<file path="src/rtl/s32x_pkg.sv">
// Shared 32X system-block types: PWM channel modes, timer default
// and the register layouts the system-register decoder packs.
package s32x_pkg;

  typedef enum logic [1:0] {
    PWM_OFF    = 2'b00,
    PWM_OWN    = 2'b01,
    PWM_MIRROR = 2'b10,
    PWM_OFF2   = 2'b11
  } PWM_MODE_t;

  localparam int PWM_TM_DEFAULT = 16;

  typedef struct packed {
    logic [3:0] rsv_hi;
    logic [3:0] tm;
    logic       rtp;
    logic [2:0] rsv_lo;
    logic [1:0] rmd;
    logic [1:0] lmd;
  } PWMCR_t;

  typedef struct packed {
    logic [3:0]  rsv;
    logic [11:0] cyc;
  } CYCR_t;

  typedef struct packed {
    logic        full;
    logic        empty;
    logic [1:0]  rsv;
    logic [11:0] pw;
  } PWR_t;

  // TM=0 selects the default period of 16 cycle ends
  function automatic logic [4:0] tm_limit(input logic [3:0] tm);
    if (tm == 4'd0) return 5'(PWM_TM_DEFAULT);
    return {1'b0, tm};
  endfunction

endpackage

</file>
<file path="src/rtl/s32x_pwm_fifo.sv">
// Pulse-width FIFO; head lives in mem[0], a push into a full
// FIFO drops the oldest entry so the newest width always lands.
module s32x_pwm_fifo #(
  parameter int DEPTH = 3,
  parameter int W     = 12
) (
  input  logic         clk,
  input  logic         rst_n,
  input  logic         push,
  input  logic         pop,
  input  logic [W-1:0] wdata,
  output logic [W-1:0] head,
  output logic         full,
  output logic         empty
);

  localparam int LW = $clog2(DEPTH + 1);

  logic [W-1:0]  mem   [DEPTH];
  logic [W-1:0]  n_mem [DEPTH];
  logic [LW-1:0] lvl;
  logic [LW-1:0] base;
  logic [LW-1:0] n_lvl;
  logic          sh;

  assign full  = (lvl == LW'(DEPTH));
  assign empty = (lvl == '0);
  assign head  = mem[0];

  always_comb begin
    sh    = (pop && !empty) || (push && full);
    base  = lvl - LW'(sh);
    n_lvl = base;
    n_mem = mem;
    if (sh) begin
      for (int k = 0; k < DEPTH - 1; k++)
        n_mem[k] = mem[k+1];
    end
    if (push) begin
      for (int k = 0; k < DEPTH; k++)
        if (LW'(k) == base) n_mem[k] = wdata;
      n_lvl = base + LW'(1);
    end
  end

  always_ff @(posedge clk) begin
    if (!rst_n) begin
      lvl <= '0;
      for (int k = 0; k < DEPTH; k++) mem[k] <= '0;
    end else begin
      lvl <= n_lvl;
      mem <= n_mem;
    end
  end

endmodule

</file>
<file path="src/rtl/s32x_pwm_multi.sv">
// Multi-channel PWM sound generator: shared cycle counter, per-channel
// FIFO routing into HOLD registers, and a cycle-end sample timer.
module s32x_pwm_multi
  import s32x_pkg::*;
#(
  parameter int CH    = 2,
  parameter int DEPTH = 3,
  parameter int W     = 12
) (
  input  logic                     CLK,
  input  logic                     RST_N,
  input  logic                     CE,
  input  logic [W-1:0]             CYC,
  input  logic [3:0]               TM,
  input  logic                     RTP,
  input  logic [2*CH-1:0]          MD,
  input  logic                     WR_EN,
  input  logic [$clog2(CH+1)-1:0]  WR_CH,
  input  logic [W-1:0]             WR_DATA,
  output logic [CH-1:0]            FULL,
  output logic [CH-1:0]            EMPTY,
  output logic [CH-1:0]            PWM_OUT,
  output logic                     IRQ,
  output logic                     DREQ
);

  localparam int CW = $clog2(CH + 1);
  localparam int SW = $clog2(CH);

  logic [W-1:0]  cnt;
  logic [W-1:0]  cnt_last;
  logic          cyc_end;
  logic [4:0]    tcnt;
  logic [4:0]    tcnt_inc;
  logic [W-1:0]  hold [CH];
  logic [W-1:0]  head [CH];
  PWM_MODE_t     mode [CH];
  logic [SW-1:0] src  [CH];
  logic [CH-1:0] used;
  logic [CH-1:0] push;
  logic [CH-1:0] pop;

  always_comb begin
    cnt_last = (CYC == '0) ? '1 : CYC - W'(1);
    cyc_end  = CE && (cnt >= cnt_last);
    tcnt_inc = tcnt + 5'd1;
  end

  for (genvar i = 0; i < CH; i++) begin : g_ch
    assign mode[i] = PWM_MODE_t'(MD[2*i +: 2]);
    assign src[i]  = (mode[i] == PWM_MIRROR) ? SW'(CH - 1 - i) : SW'(i);
    assign push[i] = WR_EN && (WR_CH == CW'(i) || WR_CH == CW'(CH));

    s32x_pwm_fifo #(
      .DEPTH (DEPTH),
      .W     (W)
    ) u_fifo (
      .clk   (CLK),
      .rst_n (RST_N),
      .push  (push[i]),
      .pop   (pop[i]),
      .wdata (WR_DATA),
      .head  (head[i]),
      .full  (FULL[i]),
      .empty (EMPTY[i])
    );
  end

  // a FIFO pops once per cycle end even if two channels read it
  always_comb begin
    used = '0;
    for (int i = 0; i < CH; i++)
      if (mode[i] == PWM_OWN || mode[i] == PWM_MIRROR)
        used[src[i]] = 1'b1;
    pop = used & {CH{cyc_end}};
  end

  always_comb begin
    PWM_OUT = '0;
    for (int i = 0; i < CH; i++)
      PWM_OUT[i] = (cnt < hold[i]);
  end

  always_ff @(posedge CLK) begin
    if (!RST_N) begin
      cnt <= '0;
    end else if (cyc_end) begin
      cnt <= '0;
    end else if (CE) begin
      cnt <= cnt + W'(1);
    end
  end

  always_ff @(posedge CLK) begin
    if (!RST_N) begin
      for (int i = 0; i < CH; i++) hold[i] <= '0;
    end else if (cyc_end) begin
      for (int i = 0; i < CH; i++) begin
        unique case (mode[i])
          PWM_OWN, PWM_MIRROR:
            if (!EMPTY[src[i]]) hold[i] <= head[src[i]];
          default:
            hold[i] <= '0;
        endcase
      end
    end
  end

  always_ff @(posedge CLK) begin
    if (!RST_N) begin
      tcnt <= '0;
      IRQ  <= 1'b0;
      DREQ <= 1'b0;
    end else begin
      IRQ  <= 1'b0;
      DREQ <= 1'b0;
      if (cyc_end) begin
        if (tcnt_inc >= tm_limit(TM)) begin
          tcnt <= '0;
          IRQ  <= 1'b1;
          DREQ <= RTP;
        end else begin
          tcnt <= tcnt_inc;
        end
      end
    end
  end

endmodule

</file>
<file path="config.mk">
export PLATFORM = sky130hd
export DESIGN_NAME = s32x_pwm_multi
export DESIGN_NICKNAME = d
export VERILOG_FILES = /design/src/rtl/s32x_pkg.sv /design/src/rtl/s32x_pwm_fifo.sv /design/src/rtl/s32x_pwm_multi.sv
export SDC_FILE = /design/constraint.sdc
export NUM_CORES = 1
export LEC_CHECK = 0
export CAP_MARGIN = 20
export CELL_PAD_IN_SITES_DETAIL_PLACEMENT = 1
export CELL_PAD_IN_SITES_GLOBAL_PLACEMENT = 1
export CORE_MARGIN = 2
export CORE_UTILIZATION = 40
export CTS_BUF_LIST = sky130_fd_sc_hd__clkbuf_8
export DETAILED_ROUTE_END_ITERATION = 12
export PLACE_DENSITY = 0.7
export SYNTH_ARGS = -nofsm -noshare
export SYNTH_HDL_FRONTEND = slang
export SYNTH_HIERARCHICAL = 1
export SYNTH_SLANG_ARGS = --single-unit
</file>
<file path="constraint.sdc">
create_clock -name CLK -period 5.79 [get_ports CLK]
set_input_delay 1.158 -clock CLK [delete_from_list [all_inputs] [get_ports CLK]]
set_output_delay 1.158 -clock CLK [all_outputs]
set_load 0.005 [all_outputs]
</file>
## Word-level counts from Yosys, hierarchy flattened

Memories as Yosys holds them, arrays and structs flattened.
Cells that the tools add are included.

| cells by class | value |
|---|---|
| add/sub/neg operators | 7 |
| magnitude comparators | 10 |
| eq/ne operators | 12 |
| muxes and demuxes | 63 |
| bitwise gates (word level) | 9 |
| reduce and logical (&&, ||, !) cells | 31 |

Operator list:

| operator | number |
|---|---|
| $mux W12 | 17 |
| $mux W36 | 2 |
| $mux W24 | 2 |
| $mux W1 | 31 |
| $mux W5 | 5 |
| $lt A12 B12 Y1 | 2 |
| $add A12 B1 Y12 const B | 1 |
| $ge A12 B12 Y1 | 1 |
| $logic_not A12 Y1 | 1 |
| $sub A12 B1 Y12 const B | 1 |
| $eq A2 B2 Y1 const B | 5 |
| $logic_not A2 Y1 | 5 |
| $logic_and A1 B1 Y1 | 9 |
| $mux W2 | 4 |
| $eq A2 B1 Y1 const B | 3 |
| $logic_or A1 B1 Y1 | 6 |
| $reduce_and A2 Y1 | 3 |
| $reduce_or A2 Y1 | 3 |
| $add A5 B1 Y5 const B | 1 |
| $ge A5 B5 Y1 | 1 |
| $add A2 B1 Y2 const B | 2 |
| $eq A1 B2 Y1 const A | 2 |
| $eq A2 B2 Y1 const A | 2 |
| $ge A2 B2 Y1 const B | 2 |
| other kinds (12) | 21 |

| word-level totals | value |
|---|---|
| flip-flop bits (word level) | 95 |
| memory bits (writable) | 24 |
| output and inout port bits | 8 |
| memories | 1 |

Memories:

| name | words | width | read ports | clocked after memory_dff | write ports | line | source |
|---|---|---|---|---|---|---|---|
| hold | 2 | 12 | 2 | 0 | 2 | s32x_pwm_multi.sv:35 | `logic [W-1:0] hold [CH];` |

## Depth between registers and ports, before layout

Gate-level depths: netlist of run 1.

| logic depth | value |
|---|---|
| depth in word-level cells | 16 |
| gate-level depth with buffers | 22 |
| depth with buffers taken out | 19 |

## By module

The synthesis of run 1 kept the hierarchy.

By module, submodules not included:

| module | instances | cells each | area each (um2) |
|---|---|---|---|
| s32x_pwm_fifo | 2 | 226 | 1939.4 |
| s32x_pwm_multi | 1 | 371 | 3339.5 |

## Least setup slack after synthesis of run 1

OpenSTA, ideal clock, no wires.

| timing | value |
|---|---|
| path kind | input -> register |
| start point | in CYC[2] |
| end point | reg g_ch[1].u_fifo/mem[17] (netlist bit) |
| setup time | 0.124 ns |
| data arrival time | 5.001 ns |
| required time | 5.666 ns |
| path slack | 0.665 ns |
| stages | 19 |
| buffers on the path | 2 |
| cells stage by stage | or3_1 -> nor3_1 -> nand2b_1 -> o41ai_1 -> o311a_1 -> ha_1 -> nand4_2 -> nor3_1 -> or3_4 -> o31ai_4 -> nor2_1 -> o21ai_4 -> buf_2 -> nand2_1 -> ha_1 -> nand2b_1 -> clkbuf_1 -> o31ai_1 -> a31oi_1 |

| between the ends | value |
|---|---|
| longest elaborated chain between the ends | 11 |
| elaborated cells between the ends (all ways) | 13 |
| classes of those cells | add/sub: 2; order compare: 1; eq/ne: 1; mux: 4; bitwise: 1; reduce/logical: 4 |

RTL lines:

| what | line | source |
|---|---|---|
| start, declared | s32x_pwm_multi.sv:13 | `input logic [W-1:0] CYC,` |
| $sub A12 B1 Y12 / $logic_not A12 Y1 (equally long branches) | s32x_pwm_multi.sv:44 | `cnt_last = (CYC == '0) ? '1 : CYC - W'(1);` |
| $mux W12 (*) | s32x_pwm_multi.sv:44 |  |
| $ge A12 B12 Y1 (*) | s32x_pwm_multi.sv:45 | `cyc_end = CE && (cnt >= cnt_last);` |
| $logic_and A1 B1 Y1 (*) | s32x_pwm_multi.sv:45 |  |
| $and A2 B2 Y2 (*) | s32x_pwm_multi.sv:75 | `pop = used & {CH{cyc_end}};` |
| named net pop[1] | s32x_pwm_multi.sv:41 | `logic [CH-1:0] pop;` |
| $logic_and A1 B1 Y1 (*) | s32x_pwm_fifo.sv:31 | `sh = (pop && !empty) \|\| (push && full);` |
| $logic_or A1 B1 Y1 (*) | s32x_pwm_fifo.sv:31 |  |
| $sub A2 B1 Y2 | s32x_pwm_fifo.sv:32 | `base = lvl - LW'(sh);` |
| $eq A1 B2 Y1 | s32x_pwm_fifo.sv:41 | `if (LW'(k) == base) n_mem[k] = wdata;` |
| $mux W12 | s32x_pwm_fifo.sv:41 |  |
| $mux W36 (*) | s32x_pwm_fifo.sv:39 | `if (push) begin` |
| end signal, assigned | s32x_pwm_fifo.sv:52 | `mem <= n_mem;` |
| end, declared | s32x_pwm_fifo.sv:19 | `logic [W-1:0] mem [DEPTH];` |

Mark *: on every way through the listed nets, which the timed path passes. The rest lies on a longest branch.
A chain may end at the register's enable or synchronous reset.

## Worst setup path in the final report of run 1

| timing | value |
|---|---|
| start point | in CYC[0] |
| end point | reg g_ch[0].u_fifo/mem[15] (netlist bit) |

| between the ends | value |
|---|---|
| longest elaborated chain between the ends | 11 |
| elaborated cells between the ends (all ways) | 13 |
| classes of those cells | add/sub: 2; order compare: 1; eq/ne: 1; mux: 4; bitwise: 1; reduce/logical: 4 |

RTL lines:

| what | line |
|---|---|
| $sub A12 B1 Y12 / $logic_not A12 Y1 (equally long branches) | s32x_pwm_multi.sv:44 |
| $mux W12 (*) | s32x_pwm_multi.sv:44 |
| $ge A12 B12 Y1 (*) | s32x_pwm_multi.sv:45 |
| $logic_and A1 B1 Y1 (*) | s32x_pwm_multi.sv:45 |
| $and A2 B2 Y2 (*) | s32x_pwm_multi.sv:75 |
| named net pop[0] | s32x_pwm_multi.sv:41 |
| $logic_and A1 B1 Y1 (*) | s32x_pwm_fifo.sv:31 |
| $logic_or A1 B1 Y1 (*) | s32x_pwm_fifo.sv:31 |
| $sub A2 B1 Y2 | s32x_pwm_fifo.sv:32 |
| $eq A1 B2 Y1 | s32x_pwm_fifo.sv:41 |
| $mux W12 | s32x_pwm_fifo.sv:41 |
| $mux W36 (*) | s32x_pwm_fifo.sv:39 |
| end signal, assigned | s32x_pwm_fifo.sv:52 |
| end, declared | s32x_pwm_fifo.sv:19 |

Marks and branches as above.

==> flow_metrics.env, run 1 <==
export IMPL_route_detailed_drc=0
export IMPL_number_of_antenna_violations_at_the_first_check_in_global_routing=0
export IMPL_via_count_of_the_first_global_routing_pass=6312
export IMPL_yosys_area_share_xor_xnor=0.03363
export IMPL_post_drt_via_cell_ratio=5.633
export IMPL_maximum_number_of_pins_on_one_net_before_global_route_repair=84
export IMPL_final_util=0.4464
export IMPL_crit_path_max_fanout=14
export IMPL_synth_fp_nets=911
export IMPL_final_max_slew_viol_count=0
export IMPL_timing_worst_setup_path_type="input pin to flip-flop"
export IMPL_grt_remaining_overflow=0
export IMPL_synthesis_instances=823
export IMPL_detailedRoute_firstPassIterationCount=4
export IMPL_synth_edff_count=12
export IMPL_power_density_cell_area_nw_per_um2=242.6
export IMPL_final_min_period_over_clock_period=0.9258
export IMPL_clock_sinks=119
export IMPL_syn_area_um2=7218
export IMPL_die_ar_um2=19140
export IMPL_post_drt_wl_per_cell_um=18.90
export IMPL_starting_density_of_the_core=0.4046
export IMPL_buffer_levels_on_the_longest_clock_path=2
export IMPL_buffer_ports_inserted=46
export IMPL_wirelength_um=20170
export IMPL_clockRootBuffer="clkbuf_8"
export IMPL_start_kind="input pin"
export IMPL_worst_pin_slew_ns=0.9607
export IMPL_worst_ep_arrival_time_ns=5.74
export IMPL_area_growth_syn_to_layout_pct=10.33
export IMPL_detailroute_via_count=6010
export IMPL_ctsHtreeMaxLevel=4
export IMPL_drive_above_1_share=0.1169
export IMPL_timing_fmax_ghz=0.1865
export IMPL_peakVddDrop_mv=0.1535
export IMPL_post_route_min_period_ns=5.361
export IMPL_setup_repair_after_global_routing_missed_its_margin="false"
export IMPL_rrSetupSlack_ns=2.37
export IMPL_gr_usage_all_layers=0.2117
export IMPL_fin_worst_skew_ns=0.01235
export IMPL_post_synth_mux_area_share=0.03969
export IMPL_synthesis_area_per_instance_um2=8.771
export IMPL_io_pins=47
export IMPL_synth_async_sr_flop_share=0
export IMPL_ys_dominant_reg_cell="dfxtp_1"
export IMPL_power_static_leakage_nw=2.910
export IMPL_crit_path_capture_type="flip-flop"
export IMPL_finalNetCount=913
export IMPL_grt_first_pass_wirelength_um=32980
export IMPL_worst_endpoint_required_ns=6.17
export IMPL_clock_latency_of_the_later_clocked_register_in_the_worst_skew_pair_ns=0.47
export IMPL_layout_cells_non_filler=1067
export IMPL_ant_nets=0
export IMPL_drtIter0Drc=338
export IMPL_status="completed"
export IMPL_die_h_um=138.3
export IMPL_simple_gate_fraction_of_synth_area=0.1548
export IMPL_synth_seq_area_share=0.3467
export IMPL_cts_tree="done"
export IMPL_max_cap_violations=0
export IMPL_post_cts_setup_buffers=0
export IMPL_synth_compound_area_frac=0.2416
export IMPL_setup_violations_final=0
export IMPL_cts_repair_resize_count=0
export IMPL_gp_congestion=0.8117
export IMPL_dp_hpwl_um=14650
export IMPL_placementRows=49
export IMPL_numCtsBuffers=17
export IMPL_ys_ff_latch=119
export IMPL_cts_hold_repair_buffers=0
export IMPL_clk_transition_reported_paths_ns=0.08
export IMPL_synth_yosys_warnings=6
export IMPL_antennaDiodeCount=0
export IMPL_ys_types=66
export IMPL_synth_area_in_adders=0.08494
export IMPL_hold_viol_final=0
export IMPL_relative_slew_margins=0.3577
export IMPL_dp_cells=1034
export IMPL_min_delay_path_class="flip-flop to flip-flop"
export IMPL_totalPowerFinal_mw=1.932
export IMPL_dominant_combinational_cell_family_by_area_after_synthesis="compound AO/OA/AOI/OAI gates"
export IMPL_die_span_in_x_um=138.3
export IMPL_finalInstanceArea_um2=7964
export IMPL_placed_cell_area_um2=7545
export IMPL_placeableCoreArea_um2=17840
==> power by group <==
| part | switching [mW] | leakage [nW] | internal [mW] | total [mW] |
|---|---|---|---|---|
| sequential | 0.0275 | 0.991 | 0.859 | 0.887 |
| combinational | 0.129 | 1.70 | 0.103 | 0.232 |
| clock | 0.386 | 0.218 | 0.428 | 0.814 |
==> logic make-up (layout without fill, tap and decap cells) <==
group | Yosys count | after routing
buf+inv | 123 | 138
simple gates | 209 | 209
xor+xnor | 26 | 26
fa+ha+maj | 49 | 49
compound gates | 270 | 270
mux | 27 | 27
flops | 119 | 119
==> stage by stage <==
step	hold WS, ns	setup TNS (ns)	worst slack, ns
2_1_floorplan	0.4489	0	0.6650
3_3_place_gp	0.4573	0	0.1083
3_5_place_dp	0.4638	-1.423	-0.1446
4_1_cts	0.4771	0	0.3500
5_1_grt	0.5103	0	0.1009
6_report	0.4783	0	0.4295
==> layout by cell type (no fill, tap or decap), drive strengths merged, types with 2 or more instances in the layout <==
cell           Yosys  routed
a21oi             23      23
and3               4       4
xor2              16      16
clkdlybuf4s50      0      45
nand2             29      29
ha                49      49
nor4               3       3
clkinv             0       6
and2               7       7
edfxtp            12      12
nor2b              3       3
a22o               3       3
a21boi            28      28
or2                4       4
nor3               7       7
nand2b             9       9
and4               2       2
or3                3       3
xnor2             10      10
nand4              5       5
o21a               8       8
dfxtp            107     107
inv               39      45
buf               65      22
nor2              48      48
bufinv             0       3
nand3             80      80
o21ai             95      95
mux2              13      13
mux2i             14      14
a21o               5       5
or4                2       2
a31oi             49      49
o311a              2       2
clkbuf            19      17
o31ai             50      50
==> worst max-delay path, stage by stage <==
cell and delay (ns):
clkdlybuf4s50_1 0.45, inv_1 0.07, ha_1 0.17, nand2_1 0.08, or3_1 0.36, nand2b_1 0.23
nor3_1 0.34, nor2_1 0.12, ha_1 0.31, a21oi_1 0.14, nor3_1 0.07, or3_4 0.42
o31ai_4 0.30, nor2_1 0.16, o21ai_4 0.08, nand2_1 0.08, ha_1 0.29, xor2_2 0.17
buf_4 0.21, or2_4 0.33, a31oi_1 0.18
==> synth_stat cells (4+ instances only) <==
cell | count | share of area
buf_8 | 4 | 0.0083
inv_1 | 39 | 0.020
buf_2 | 26 | 0.018
o21ai_1 | 8 | 0.0055
o21ai_0 | 85 | 0.059
xnor2_1 | 10 | 0.012
nand2_1 | 28 | 0.015
a21o_1 | 5 | 0.0052
xor2_1 | 14 | 0.017
nor2_2 | 11 | 0.0095
nand3_1 | 80 | 0.055
mux2_2 | 13 | 0.020
ha_1 | 49 | 0.085
dfxtp_1 | 107 | 0.30
a31oi_1 | 49 | 0.042
nor2_1 | 37 | 0.019
clkbuf_1 | 13 | 0.0068
clkbuf_2 | 6 | 0.0042
buf_6 | 10 | 0.016
o31ai_1 | 48 | 0.050
nand2b_1 | 8 | 0.0069
a21oi_1 | 23 | 0.016
nand4_1 | 4 | 0.0035
a21boi_1 | 26 | 0.027
o21a_1 | 8 | 0.0083
buf_4 | 24 | 0.025
nor3_1 | 7 | 0.0049
edfxtp_1 | 12 | 0.050
mux2i_1 | 14 | 0.019
==> flip-flops by register name, summed over array words and instances (netlist names) <==
| signal | cells |
|---|---|
| cnt | 12 |
| g_ch.u_fifo/lvl | 4 |
| tcnt | 5 |
| g_ch.u_fifo/mem | 48 |
| hold | 24 |
| IRQ | 1 |
| DREQ | 1 |
| g_ch.u_fifo/head | 24 |
==> cell type report <==
| cell class | count | area (um^2) |
|---|---|---|
| clock inverter | 15 | 177.7 |
| inverter | 39 | 146.4 |
| tap | 229 | 286.5 |
| multi-input combinational | 581 | 4006 |
| sequential | 119 | 2502 |
| clock buffer | 17 | 234.0 |
| fill | 2070 | 9877 |
| timing repair buffer | 67 | 610.6 |
==> metal layers <==
metal	GRT usage	vias to the layer above	wire [um]
li1	-	2971	-
met1	0.2629	2932	9050
met2	0.3744	93	10210
met3	0.04364	14	707
met4	0.05478	0	204
met5	0	-	0
==> worst paths after layout <==
kind,cells after the start,end,from
worst max register to register,13,g_ch[0].u_fifo/mem[15],cnt[9]
worst max-delay path,21,g_ch[0].u_fifo/mem[15],CYC[0]
worst min-delay path,2,g_ch[1].u_fifo/mem[10],g_ch[1].u_fifo/mem[10]
worst min register to register,2,g_ch[1].u_fifo/mem[10],g_ch[1].u_fifo/mem[10]
No activity file was read; power rests on OpenSTA's default activity.
==> run 2: changes to the inputs <==
- CORE_UTILIZATION: 40 -> 47
- CTS_CLUSTER_DIAMETER: unset -> 100
- PLACE_DENSITY: 0.7 -> 0.8
==> run 2 against run 1 <==
  * Combinational power about the same
  * First-iteration DRC count decreased by 19%
  * Hold slack improved by 0.0028 ns
  * Design area decreased by 0.66%
  * Non-clock buffer count decreased by 2
  * Clock power increased by 1%
  * Clock skew increased by 0.00054 ns
  * Register-to-register slack improved by 0.06 ns
  * Critical path depth decreased by 2
  * Total power increased by 0.49%
  * Critical endpoint is now g_ch[0].u_fifo/head[9]
  * Largest cell class unchanged
  * Final cell count decreased by 4.0%
==> flow_metrics.env, run 2 (synthesis results as in run 1) <==
export IMPL_seq_power_share=0.457
export IMPL_crit_path_cell_trace="clkdlybuf4s50_1 > or3_1 > nor3_1 > nand2b_1 > o41ai_1 > o311a_1 > ha_1 > nand4_2 > nor3_1 > or3_4 > o31ai_4 > nor2_1 > o21ai_4 > nand2_1 > ha_1 > xor2_2 > buf_4 > o31ai_1 > a31oi_1"
export IMPL_post_drt_via_cell_ratio=5.930
export IMPL_max_reg_flops=48
export IMPL_placementRows=45
export IMPL_n_fill_cell=1791
export IMPL_number_of_antenna_violations_at_the_first_check_in_global_routing=0
export IMPL_route_detailed_drc=0
export IMPL_top_register="g_ch.u_fifo/mem"
export IMPL_area_growth_syn_to_layout_pct=9.603
export IMPL_start_kind="input pin"
export IMPL_rr_startpoint="cnt[9]"
export IMPL_wirelength_um=20240
export IMPL_launch_instance_of_the_worst_min_delay_path="hold[1][5]"
export IMPL_timing_worst_setup_path_type="input pin to flip-flop"
export IMPL_worst_pin_slew_ns=0.9545
export IMPL_worst_ep_arrival_time_ns=5.74
export IMPL_grt_remaining_overflow=0
export IMPL_timing_fmax_ghz=0.1851
export IMPL_r2r_end="g_ch[0].u_fifo/head[9]"
export IMPL_final_max_slew_viol_count=0
export IMPL_die_h_um=127.9
export IMPL_post_drt_wl_per_cell_um=19.77
export IMPL_power_density_cell_area_nw_per_um2=245.4
export IMPL_cp_top_family="simple AND/OR/NAND/NOR gates"
export IMPL_via_count_of_the_first_global_routing_pass=6427
export IMPL_buffer_ports_inserted=46
export IMPL_post_cts_setup_buffers=0
export IMPL_fin_worst_skew_ns=0.01290
export IMPL_relative_slew_margins=0.3619
export IMPL_gp_congestion=0.8488
export IMPL_most_frequent_cells_in_the_layout="dfxtp_1, o21ai_0, nand3_1"
export IMPL_max_stage_delay_ns=0.45
export IMPL_r2r_cells=13
export IMPL_io_pins=47
export IMPL_clockRootBuffer="clkbuf_8"
export IMPL_layout_cells_non_filler=1024
export IMPL_crit_path_capture_type="flip-flop"
export IMPL_hold_path_cell_count=2
export IMPL_share_clk_of_total_power=0.424
export IMPL_setup_repair_after_global_routing_missed_its_margin="false"
export IMPL_status="completed"
export IMPL_power_static_leakage_nw=2.896
export IMPL_drive_above_1_share=0.1160
export IMPL_clk_transition_reported_paths_ns=0.08
export IMPL_clock_latency_of_the_later_clocked_register_in_the_worst_skew_pair_ns=0.47
export IMPL_gr_usage_all_layers=0.2535
export IMPL_placeableCoreArea_um2=15090
export IMPL_maximum_number_of_pins_on_one_net_before_global_route_repair=84
export IMPL_die_span_in_x_um=127.9
export IMPL_antennaDiodeCount=0
export IMPL_min_delay_path_class="flip-flop to flip-flop"
export IMPL_worst_endpoint_required_ns=6.13
export IMPL_hold_ws_ns=0.4811
export IMPL_crit_path_max_fanout=29
export IMPL_crit_path_top_delay_cell="clkdlybuf4s50_1"
export IMPL_rrSetupSlack_ns=2.43
export IMPL_cts_tree="done"
export IMPL_detailedRoute_firstPassIterationCount=4
export IMPL_dp_hpwl_um=14390
export IMPL_mostFrequentLayoutCell="dfxtp_1"
export IMPL_sw_frac_of_total=0.2720
export IMPL_peakVddDrop_mv=0.1720
export IMPL_max_cap_violations=0
export IMPL_totalPowerFinal_mw=1.942
export IMPL_grt_first_pass_wirelength_um=32690
export IMPL_detailroute_via_count=6072
export IMPL_post_route_min_period_ns=5.401
export IMPL_setup_violations_final=0
export IMPL_drtIter0Drc=275
export IMPL_total_switching_power_uw=528.1
export IMPL_ctsHtreeMaxLevel=4
export IMPL_finalNetCount=911
export IMPL_whs_endpoint="hold[1][5]"
export IMPL_comb_power_share=0.119
export IMPL_hold_viol_final=0
export IMPL_final_min_period_over_clock_period=0.9328
export IMPL_p_int_mw=1.413
export IMPL_ant_nets=0
export IMPL_dp_cells=991
export IMPL_clock_sinks=119
export IMPL_cts_repair_resize_count=0
export IMPL_cts_hold_repair_buffers=0
export IMPL_buffer_levels_on_the_longest_clock_path=2
export IMPL_worstPathBufferInverterCount=2
export IMPL_die_ar_um2=16360
export IMPL_numCtsBuffers=17
export IMPL_starting_density_of_the_core=0.4784
==> run 2: metal layers <==
| layer | wire length [um] | part of all wire | GRT usage | vias to the layer above |
|---|---|---|---|---|
| met3 | 708 | 0.035 | 0.05134 | 36 |
| met4 | 554 | 0.027 | 0.09761 | 0 |
| met1 | 8732 | 0.43 | 0.2955 | 2955 |
| met5 | 0 | 0 | 0 | - |
| li1 | - | - | - | 2972 |
| met2 | 10250 | 0.51 | 0.4567 | 109 |
==> run 2: power groups by stage <==
| stage | Clock [mW] | Sequential [mW] | Combinational [mW] |
|---|---|---|---|
| 4_1_cts | 0.837 | 0.887 | 0.231 |
| 6_report | 0.823 | 0.887 | 0.232 |
| 2_1_floorplan | 0 | 0.890 | 0.173 |
| 5_1_grt | 0.870 | 0.890 | 0.253 |
| 3_5_place_dp | 0 | 0.905 | 0.229 |
| 3_3_place_gp | 0 | 0.903 | 0.216 |
==> run 2: how the worst max path moves through the flow <==
stage / startpoint / depth (start not counted) / to / slack (ns)
final: CYC[2] / 19 / g_ch[0].u_fifo/head[9] / 0.39
after CTS: CYC[0] / 20 / g_ch[0].u_fifo/head[9] / 0.40
after detailed placement: CYC[0] / 20 / g_ch[0].u_fifo/head[9] / -0.09
after global routing: CYC[0] / 20 / g_ch[0].u_fifo/head[9] / 0.04
after floorplan: CYC[2] / 19 / g_ch[1].u_fifo/mem[17] / 0.67
after global placement: CYC[0] / 20 / g_ch[0].u_fifo/head[1] / 0.20
==> run 2: area by class of cell <==
type / count / area [um^2] / share of cell area
multi-input combinational: 581 / 4004 / 0.5061
sequential: 119 / 2502 / 0.3163
timing repair buffer: 65 / 595.6 / 0.07528
clock buffer: 19 / 261.5 / 0.03305
tap: 188 / 235.2 / 0.02973
clock inverter: 13 / 166.4 / 0.02103
inverter: 39 / 146.4 / 0.01850
==> run 2: worst reg2reg max path, cell delays in order (launching register included) <==
cell     delay (ns)
dfxtp_1        0.51
ha_1           0.32
nand4_2        0.16
nor3_1         0.09
or3_4          0.42
o31ai_4        0.30
nor2_1         0.17
o21ai_4        0.09
nand2_1        0.07
ha_1           0.28
xor2_2         0.18
buf_4          0.26
o31ai_1        0.32
a31oi_1        0.08
==> run 2: stage by stage <==
step	cell area, um^2	utilization	setup slack, ns	TNS (ns)
2_1_floorplan	7218	-	0.6650	0
3_3_place_gp	7478	0.4956	0.1992	0
3_5_place_dp	7478	0.4956	-0.08564	-0.9226
4_1_cts	7906	0.5240	0.4041	0
5_1_grt	7911	0.5243	0.04162	0
6_report	7911	0.5243	0.3888	0
